==> src/rtl/stepper_ramp_drive.sv <==
// Multi-channel unipolar stepper driver with linear accel/decel ramps.
// Each channel is an independent timer + ramp FSM producing a 4-bit coil word.

module stepper_ramp_ch #(
  parameter int DIV_W        = 20,
  parameter int PERIOD_START = 1000000,
  parameter int PERIOD_MIN   = 250000,
  parameter int RAMP_DEC     = 5000
) (
  input  logic       clk,
  input  logic       rst_n,
  input  logic       run_i,
  input  logic       dir_i,
  input  logic       half_step_i,
  output logic [3:0] coils_o,
  output logic       step_pulse_o,
  output logic       busy_o,
  output logic       at_speed_o
);
  typedef enum logic [1:0] {IDLE, ACCEL, CRUISE, DECEL} state_e;

  localparam logic [DIV_W-1:0] P_START = DIV_W'(PERIOD_START);
  localparam logic [DIV_W-1:0] P_MIN   = DIV_W'(PERIOD_MIN);
  localparam logic [DIV_W-1:0] P_RAMP  = DIV_W'(RAMP_DEC);
  localparam logic [DIV_W-1:0] P_ONE   = DIV_W'(1);

  state_e             state_q, state_d;
  logic [2:0]         idx_q, idx_d;
  logic [DIV_W-1:0]   cnt_q, cnt_d;
  logic [DIV_W-1:0]   period_q, period_d;
  logic               dir_q, dir_d;
  logic               pulse_q, pulse_d;

  logic               tick;
  logic [2:0]         delta, idx_step;
  logic [DIV_W-1:0]   dec_per, inc_per;

  always_ff @(posedge clk or negedge rst_n) begin
    if (!rst_n) begin
      state_q  <= IDLE;
      idx_q    <= '0;
      cnt_q    <= '0;
      period_q <= P_START;
      dir_q    <= 1'b0;
      pulse_q  <= 1'b0;
    end else begin
      state_q  <= state_d;
      idx_q    <= idx_d;
      cnt_q    <= cnt_d;
      period_q <= period_d;
      dir_q    <= dir_d;
      pulse_q  <= pulse_d;
    end
  end

  // Saturation is decided by comparing the headroom first, so neither side wraps.
  assign tick     = (state_q != IDLE) && (cnt_q == period_q - P_ONE);
  assign delta    = (!half_step_i && idx_q[0]) ? 3'd2 : 3'd1;
  assign idx_step = dir_q ? idx_q + delta : idx_q - delta;
  assign dec_per  = (period_q - P_MIN <= P_RAMP) ? P_MIN : period_q - P_RAMP;
  assign inc_per  = (P_START - period_q <= P_RAMP) ? P_START : period_q + P_RAMP;

  always_comb begin
    state_d  = state_q;
    idx_d    = idx_q;
    cnt_d    = cnt_q;
    period_d = period_q;
    dir_d    = dir_q;
    pulse_d  = 1'b0;
    if (state_q == IDLE) begin
      if (run_i) begin
        state_d  = ACCEL;
        period_d = P_START;
        cnt_d    = '0;
        dir_d    = dir_i;
      end
    end else begin
      cnt_d = tick ? '0 : cnt_q + P_ONE;
      if (tick) begin
        idx_d   = idx_step;
        pulse_d = 1'b1;
      end
      // A run change wins over the ramp update; the interval itself still completes.
      case (state_q)
        ACCEL: begin
          if (!run_i) state_d = DECEL;
          else if (tick) begin
            period_d = dec_per;
            if (dec_per == P_MIN) state_d = CRUISE;
          end
        end
        CRUISE: if (!run_i) state_d = DECEL;
        DECEL: begin
          if (run_i) state_d = ACCEL;
          else if (tick) begin
            period_d = inc_per;
            if (inc_per == P_START) begin
              state_d = IDLE;
              cnt_d   = '0;
            end
          end
        end
        default: state_d = IDLE;
      endcase
    end
  end

  always_comb begin
    coils_o = 4'b0000;
    if (state_q != IDLE) begin
      case (idx_q)
        3'd0: coils_o = 4'b1000;
        3'd1: coils_o = 4'b1100;
        3'd2: coils_o = 4'b0100;
        3'd3: coils_o = 4'b0110;
        3'd4: coils_o = 4'b0010;
        3'd5: coils_o = 4'b0011;
        3'd6: coils_o = 4'b0001;
        default: coils_o = 4'b1001;
      endcase
    end
    busy_o       = (state_q != IDLE);
    at_speed_o   = (state_q == CRUISE);
    step_pulse_o = pulse_q;
  end
endmodule

module stepper_ramp_drive #(
  parameter int NUM_CH       = 2,
  parameter int DIV_W        = 20,
  parameter int PERIOD_START = 1000000,
  parameter int PERIOD_MIN   = 250000,
  parameter int RAMP_DEC     = 5000
) (
  input  logic                clk,
  input  logic                rst,
  input  logic [NUM_CH-1:0]   run,
  input  logic [NUM_CH-1:0]   dir,
  input  logic                half_step,
  output logic [4*NUM_CH-1:0] coils,
  output logic [NUM_CH-1:0]   step_pulse,
  output logic [NUM_CH-1:0]   busy,
  output logic [NUM_CH-1:0]   at_speed
);
  for (genvar g = 0; g < NUM_CH; g++) begin : g_ch
    stepper_ramp_ch #(
      .DIV_W(DIV_W), .PERIOD_START(PERIOD_START),
      .PERIOD_MIN(PERIOD_MIN), .RAMP_DEC(RAMP_DEC)
    ) u_ch (
      .clk          (clk),
      .rst_n        (rst),
      .run_i        (run[g]),
      .dir_i        (dir[g]),
      .half_step_i  (half_step),
      .coils_o      (coils[4*g +: 4]),
      .step_pulse_o (step_pulse[g]),
      .busy_o       (busy[g]),
      .at_speed_o   (at_speed[g])
    );
  end
endmodule

==> config.mk <==
export PLATFORM = sky130hd
export DESIGN_NAME = stepper_ramp_drive
export DESIGN_NICKNAME = d
export VERILOG_FILES = /design/src/rtl/stepper_ramp_drive.sv
export SDC_FILE = /design/constraint.sdc
export NUM_CORES = 1
export LEC_CHECK = 0
export ABC_CLOCK_PERIOD_IN_PS = 9100
export BUFFER_PORTS_ARGS = -buffer_cell sky130_fd_sc_hd__buf_2
export CAP_MARGIN = 20
export CORE_MARGIN = 2
export CORE_UTILIZATION = 58
export DETAILED_ROUTE_END_ITERATION = 10
export PLACE_DENSITY = 0.71
export SYNTH_ARGS = -nofsm -noshare
export SYNTH_HDL_FRONTEND = slang
export SYNTH_SLANG_ARGS = --single-unit
==> constraint.sdc <==
create_clock -name clk -period 9.1 [get_ports clk]
set_input_delay 0.91 -clock clk [delete_from_list [all_inputs] [get_ports clk]]
set_output_delay 0.91 -clock clk [all_outputs]
set_load 0.02 [all_outputs]
# Word-level counts from Yosys, hierarchy flattened
# Cells that the tools add are included.
[totals]
elab_cells = 161
input_bits = 7
register_bits = 94
[classes]
addsub = 16
bitwise_logic = 2
magnitude_cmp = 4
mux = 64
reduce_logical = 21
n_eq_ne = 42
[ops]
columns = ["operator", "n"]
rows = [
  ["2-to-1 mux 20 bit", 30],
  ["<= comparator 20 x 13 -> 1 bit (second input constant)", 4],
  ["case mux 20 bit (2 select lines)", 2],
  ["case mux 4 bit (7 select lines)", 2],
  ["adder 20 x 1 -> 20 bit (second input constant)", 2],
  ["adder 20 x 13 -> 20 bit (second input constant)", 2],
  ["== test 20 x 18 -> 1 bit (second input constant)", 2],
  ["== test 20 bit", 2],
  ["== test 20 bit (second input constant)", 2],
  ["2-to-1 mux 2 bit", 20],
  ["subtractor 20 x 1 -> 20 bit (second input constant)", 2],
  ["subtractor 20 x 13 -> 20 bit (second input constant)", 2],
  ["subtractor 20 x 18 -> 20 bit (second input constant)", 2],
  ["subtractor 20 bit (first input constant)", 2],
  ["AND reduction 6 bit", 4],
  ["== test 3 bit (second input constant)", 6],
  ["inequality test 3 x 2 -> 1 bit (second input constant)", 6],
  ["inequality test 4 x 2 -> 1 bit (second input constant)", 4],
  ["== test 3 x 2 -> 1 bit (second input constant)", 4],
  ["case mux 2 bit (3 select lines)", 2],
  ["== test 2 bit (second input constant)", 4],
  ["2-to-1 mux 4 bit", 2],
  ["inequality test 2 bit (second input constant)", 4],
  ["AND reduction 2 bit", 4],
  ["15 further kinds", 33],
]

# Longest topological paths before layout
[depth]
depth_word = 9
depth_mapped = 14
depth_no_buf = 11

# Modules after synthesis
# A second synthesis with hierarchy kept.
[hier_totals]
hier_cells = 1200
area_unflattened_um2 = 9263.9
[modules_own_cells]
columns = ["mod", "area_each_um2", "cells_each", "n_inst", "seq_area_each_um2"]
rows = [
  ["stepper_ramp_ch (g_ch[1].u_ch)", 4747.1, 607, 1, 1184.9],
  ["stepper_ramp_ch (g_ch[0].u_ch)", 4516.8, 593, 1, 1184.9],
]

# Worst setup path before layout
# OpenSTA, ideal clock, no wires.
[synth_path]
path_kind = "register to register"
startpoint = "register g_ch[0].u_ch.period_q[3]"
endpoint = "register g_ch[0].u_ch.state_q[1]"
setup_time_ns = 0.128
arrival_ns = 3.350
path_slack_ns = 5.622
synth_period_minus_slack_ns = 3.478
path_stages_with_launch = 13
n_path_buf = 1
path_cell_list = "dfrtp_1 > clkbuf_1 > inv_1 > ha_1 > nor3b_2 > nand4_1 > or3_1 > a32o_1 > o21a_1 > nor4_1 > o2bb2ai_1 > nor3b_2 > mux2_1"
[synth_via]
elab_chain_len = 6
word_cells_on_any_way = 18
cone_classes = "add/sub: 5; order compare: 2; eq/ne: 7; mux: 2; reduce/logical: 2"
[synth_lines]
columns = ["element", "line", "source"]
rows = [
  ["from (decl)", "30", "logic [DIV_W-1:0] period_q, period_d;"],
  ["from (signal assigned)", "50", "period_q <= period_d;"],
  ["subtractor 20 x 18 -> 20 bit / subtractor 20 bit (equally long branches)", "60, 61", ""],
  ["<= comparator 20 x 13 -> 1 bit (on tied branches)", "60, 61", ""],
  ["2-to-1 mux 20 bit (on tied branches)", "60, 61", ""],
  ["== test 20 x 18 -> 1 bit / == test 20 bit (equally long branches)", "89, 97", ""],
  ["inequality test 4 x 2 -> 1 bit (no source line) / inequality test 3 x 2 -> 1 bit (equally long branches)", "n/a", ""],
  ["AND reduction 6 bit (no source line) *", "n/a", ""],
  ["to (signal assigned)", "47", "state_q <= state_d;"],
  ["to (decl)", "27", "state_e state_q, state_d;"],
]
# Mark *: on every way between the ends. The rest lies on a longest branch, timed or not.
# A chain may end at the register's enable or synchronous reset.

# Final worst setup path
[layout_path]
startpoint = "register g_ch[1].u_ch.period_q[3]"
endpoint = "register g_ch[1].u_ch.period_q[13]"
[layout_via]
elab_chain_len = 7
word_cells_on_any_way = 20
cone_classes = "add/sub: 5; order compare: 2; eq/ne: 3; mux: 8; reduce/logical: 2"
[layout_lines]
columns = ["element", "line", "source"]
rows = [
  ["from (decl)", "30", ""],
  ["from (signal assigned)", "50", ""],
  ["subtractor 20 bit / subtractor 20 x 18 -> 20 bit (equally long branches)", "61, 60", ""],
  ["<= comparator 20 x 13 -> 1 bit (on tied branches)", "61, 60", ""],
  ["2-to-1 mux 20 bit (on tied branches)", "61, 60", ""],
  ["2-to-1 mux 20 bit (on tied branches)", "95, 87", ""],
  ["2-to-1 mux 20 bit (on tied branches)", "94, 86", ""],
  ["case mux 20 bit (2 select lines)", "84", "case (state_q)"],
  ["2-to-1 mux 20 bit", "70", "if (state_q == IDLE) begin"],
]
# Parallel ways exist; a longest one is shown, timed or not. The select of a mux whose other input is x is not followed.

==> metrics.cfg <==
[timing]
maxSlewHeadroom_pct=29.13
fin_crit_ps=4246
rsz0062_at_grt=false
fin_skew_ps=14.04
fmax_mhz=235.5
slew_viol_final=0
fin_setup_tns_ps=0
hold_violations=0
setup_viol=0
period_share_pct=46.66
tightest_slew_ps=1056

[synth]
async_flop_share_pct=100.0
ys_top_cells_by_area=dfrtp_1 22%, xnor2_1 6.4%, nand2_1 4.4%, o21ai_0 4.1%, nor2_1 4.0%
synthMuxAreaShare_pct=1.644
synth_top_family_by_area=simple AND/OR/NAND/NOR gates
synth-edff-count=0
ys.flop_type=dfrtp_1
yosys_register_bits=94
post_synth_and_or_nand_nor_area_fraction_pct=27.15
synthesis.nets=1235
synth_top_area_share_pct=21.55
synth_xor_area_share_pct=10.25
synthCells=1206
synth_warnings=0
synth_compound_area_share_pct=26.00
syn_area_um2=9288
synth_cell_types=96
synth_top_cell_by_area=dfrtp_1
synth.yosys.seq_area_share_pct=25.52
postSynthAreaPerCell_um2=7.701
synthAdderAreaFrac_pct=3.125

[clocking]
cts_sinks=94
numCtsBuffers=9
root_buffer=clkbuf_16
clockBufferDepth=2
htreeDepth=3
cts_setup_buffers=0
clkSlewWorstSetupHoldPaths_ps=70
cts_tree=yes
ctsResizeCount=0
hold_buffers=0
clock_latency_ps=370

[layout]
nNetsFinal=1175
antenna_cells=0
final_cell_mix=109 x nand2_1, 100 x nor2_1, 80 x dfrtp_1
layout-drive-gt1-share_pct=9.036
final_util_pct=60.87
final_common_cell=nand2_1
nFillCells=1493
areaGrowthSynthToFinish_pct=3.354

[drt]
viasPerCell=6.542
route.detailed.drc=0
drt-initial-drc-count=813
drt_wl_total_um=25070
avgRoutedWirePerCell_um=18.34
ant_nets=0
vias=8943
dr.pass1.iters=5

[place]
hpwl_um=17890
port-buffer-count=20
gp_congestion=0.9722

[grt]
antenna_found_initial=0
grt_pass1_wl_um=40980
grt_max_degree=62
grt-ovfl-total=0
grt_usage_pct=29.84
grt_pass1_vias=8070

[setup_path]
start_kind=flop
crit_path_end_kind=flop
crit_arrival_ps=4550
path_cells=inv_1 -> ha_1 -> nor3b_1 -> xnor2_1 -> a41oi_1 -> a2111oi_0 -> nand4_1 -> o21ba_2 -> o21ai_1 -> nor3_1 -> o32a_1
rr_startpoint=g_ch[1].u_ch.period_q[3]
cp.required_ps=9410
path_class=reg2reg
crit_path_top_delay_cell=nor3b_1
crit_start=g_ch[1].u_ch.period_q[3]
cp_max_fo=16
cpPeakStageDelay_ps=600

[status]
status=finished clean

[die]
initial_core_util_pct=58.89
die_x_um=130.5
ios=21
die-area_um2=17040
design.core.area_um2=15770
die_y_um=130.5
placementRows=46

[min_path]
hold_path_class=in2async

[power_and_ir_drop]
total_power_uw=3607
leakagePower_uw=0.003657
ir_drop_v=0.0002859
powerDensity_nw_per_um2=375.8

[job]
drv_cap=0

-- worst max-delay path, delay by kind of cell (launching register included) --
family                     cells  cell delay (ps)
AOI/OAI and AO/OA              5             1540
xor gates and xnor gates       1              200
and+or+nand+nor                3             1310
adders and majority gates      1              340
buffers and inverters          1              230
DFF                            1              570
-- cell usage after synthesis (8+ instances only) --
cell and n:
or3_1 12, buf_2 13, inv_1 38, nand2_1 109, a21o_1 9, ha_1 20, or2_2 9, nor2b_1 17
nand4_1 22, nor4_1 17, o31ai_1 25, a41oi_1 9, clkbuf_1 70, o21ai_1 31, a31oi_1 15, xnor2_1 68
nor2_1 100, or4_1 8, and3_1 32, nand3_1 45, a21oi_1 52, nor3_1 33, o21ai_0 77, xor2_1 38
dfrtp_1 80, o211ai_1 13, nand2b_1 20, dfstp_2 14, a211oi_1 19
-- power breakdown --
part	leakage, µW	total, µW	switching, µW	internal [µW]
sequential	0.00120	997	426	571
clock	0.000149	406	183	222
combinational	0.00231	2200	1310	891
-- sequential cells by signal, summed over array words and instances, names as in the netlist --
name and cells:
g_ch.u_ch.cnt_q 40, g_ch.u_ch.state_q 4, g_ch.u_ch.period_q 40, g_ch.u_ch.idx_q 6, g_ch.u_ch.step_pulse_o 2, g_ch.u_ch.dir_q 2
-- layout make-up --
cell class                 instances  area [µm²]  area share, %
clock buffer                      10       239.0          2.490
timing repair buffer              28       162.7          1.694
multi-input combinational        972        6335          65.99
inverter                          41       153.9          1.603
tap                              216       270.3          2.815
sequential                        94        2370          24.69
clock inverter                     6       68.82         0.7169
-- cell families (layout without fill, tap and decap cells) --
group                    count (synthesis)  count (layout)
AND/OR/NAND/NOR                        477             477
AO/OA/AOI/OAI                          352             352
multiplexers                            14              14
flip-flops                              94              94
buffers and inverters                  140              85
XOR/XNOR                               107             107
adder cells (fa/ha/maj)                 22              22
-- through the flow --
step	area [µm²]	setup slack, ps	hold slack (ps)	cells
6_report	9599	4854	484.3	1367
4_1_cts	9592	4958	501.4	1366
3_3_place_gp	9284	5122	513.5	1350
5_1_grt	9599	4585	528.0	1367
2_1_floorplan	9288	5622	484.8	1206
3_5_place_dp	9284	4997	511.7	1350
-- per-layer routing --
layer | global-route usage (%) | wire length, µm
met2 | 45.62 | 11240
met1 | 43.19 | 11560
met3 | 4.601 | 1707
met4 | 10.26 | 567
met5 | 0 | 0
-- final timing paths --
check | to | slack (ps) | cells past startpoint
worst max-delay path | g_ch[1].u_ch.period_q[13] | 4850 | 11
worst min-delay path | g_ch[1].u_ch.idx_q[1] | 480 | 1
worst max register to register | g_ch[1].u_ch.period_q[13] | 4850 | 11
worst min register to register | g_ch[0].u_ch.cnt_q[16] | 520 | 1
max in group asynchronous | g_ch[0].u_ch.cnt_q[4] | 7430 | 2
min in group clk | g_ch[0].u_ch.cnt_q[16] | 520 | 1
No activity file was read; power rests on OpenSTA's default activity.
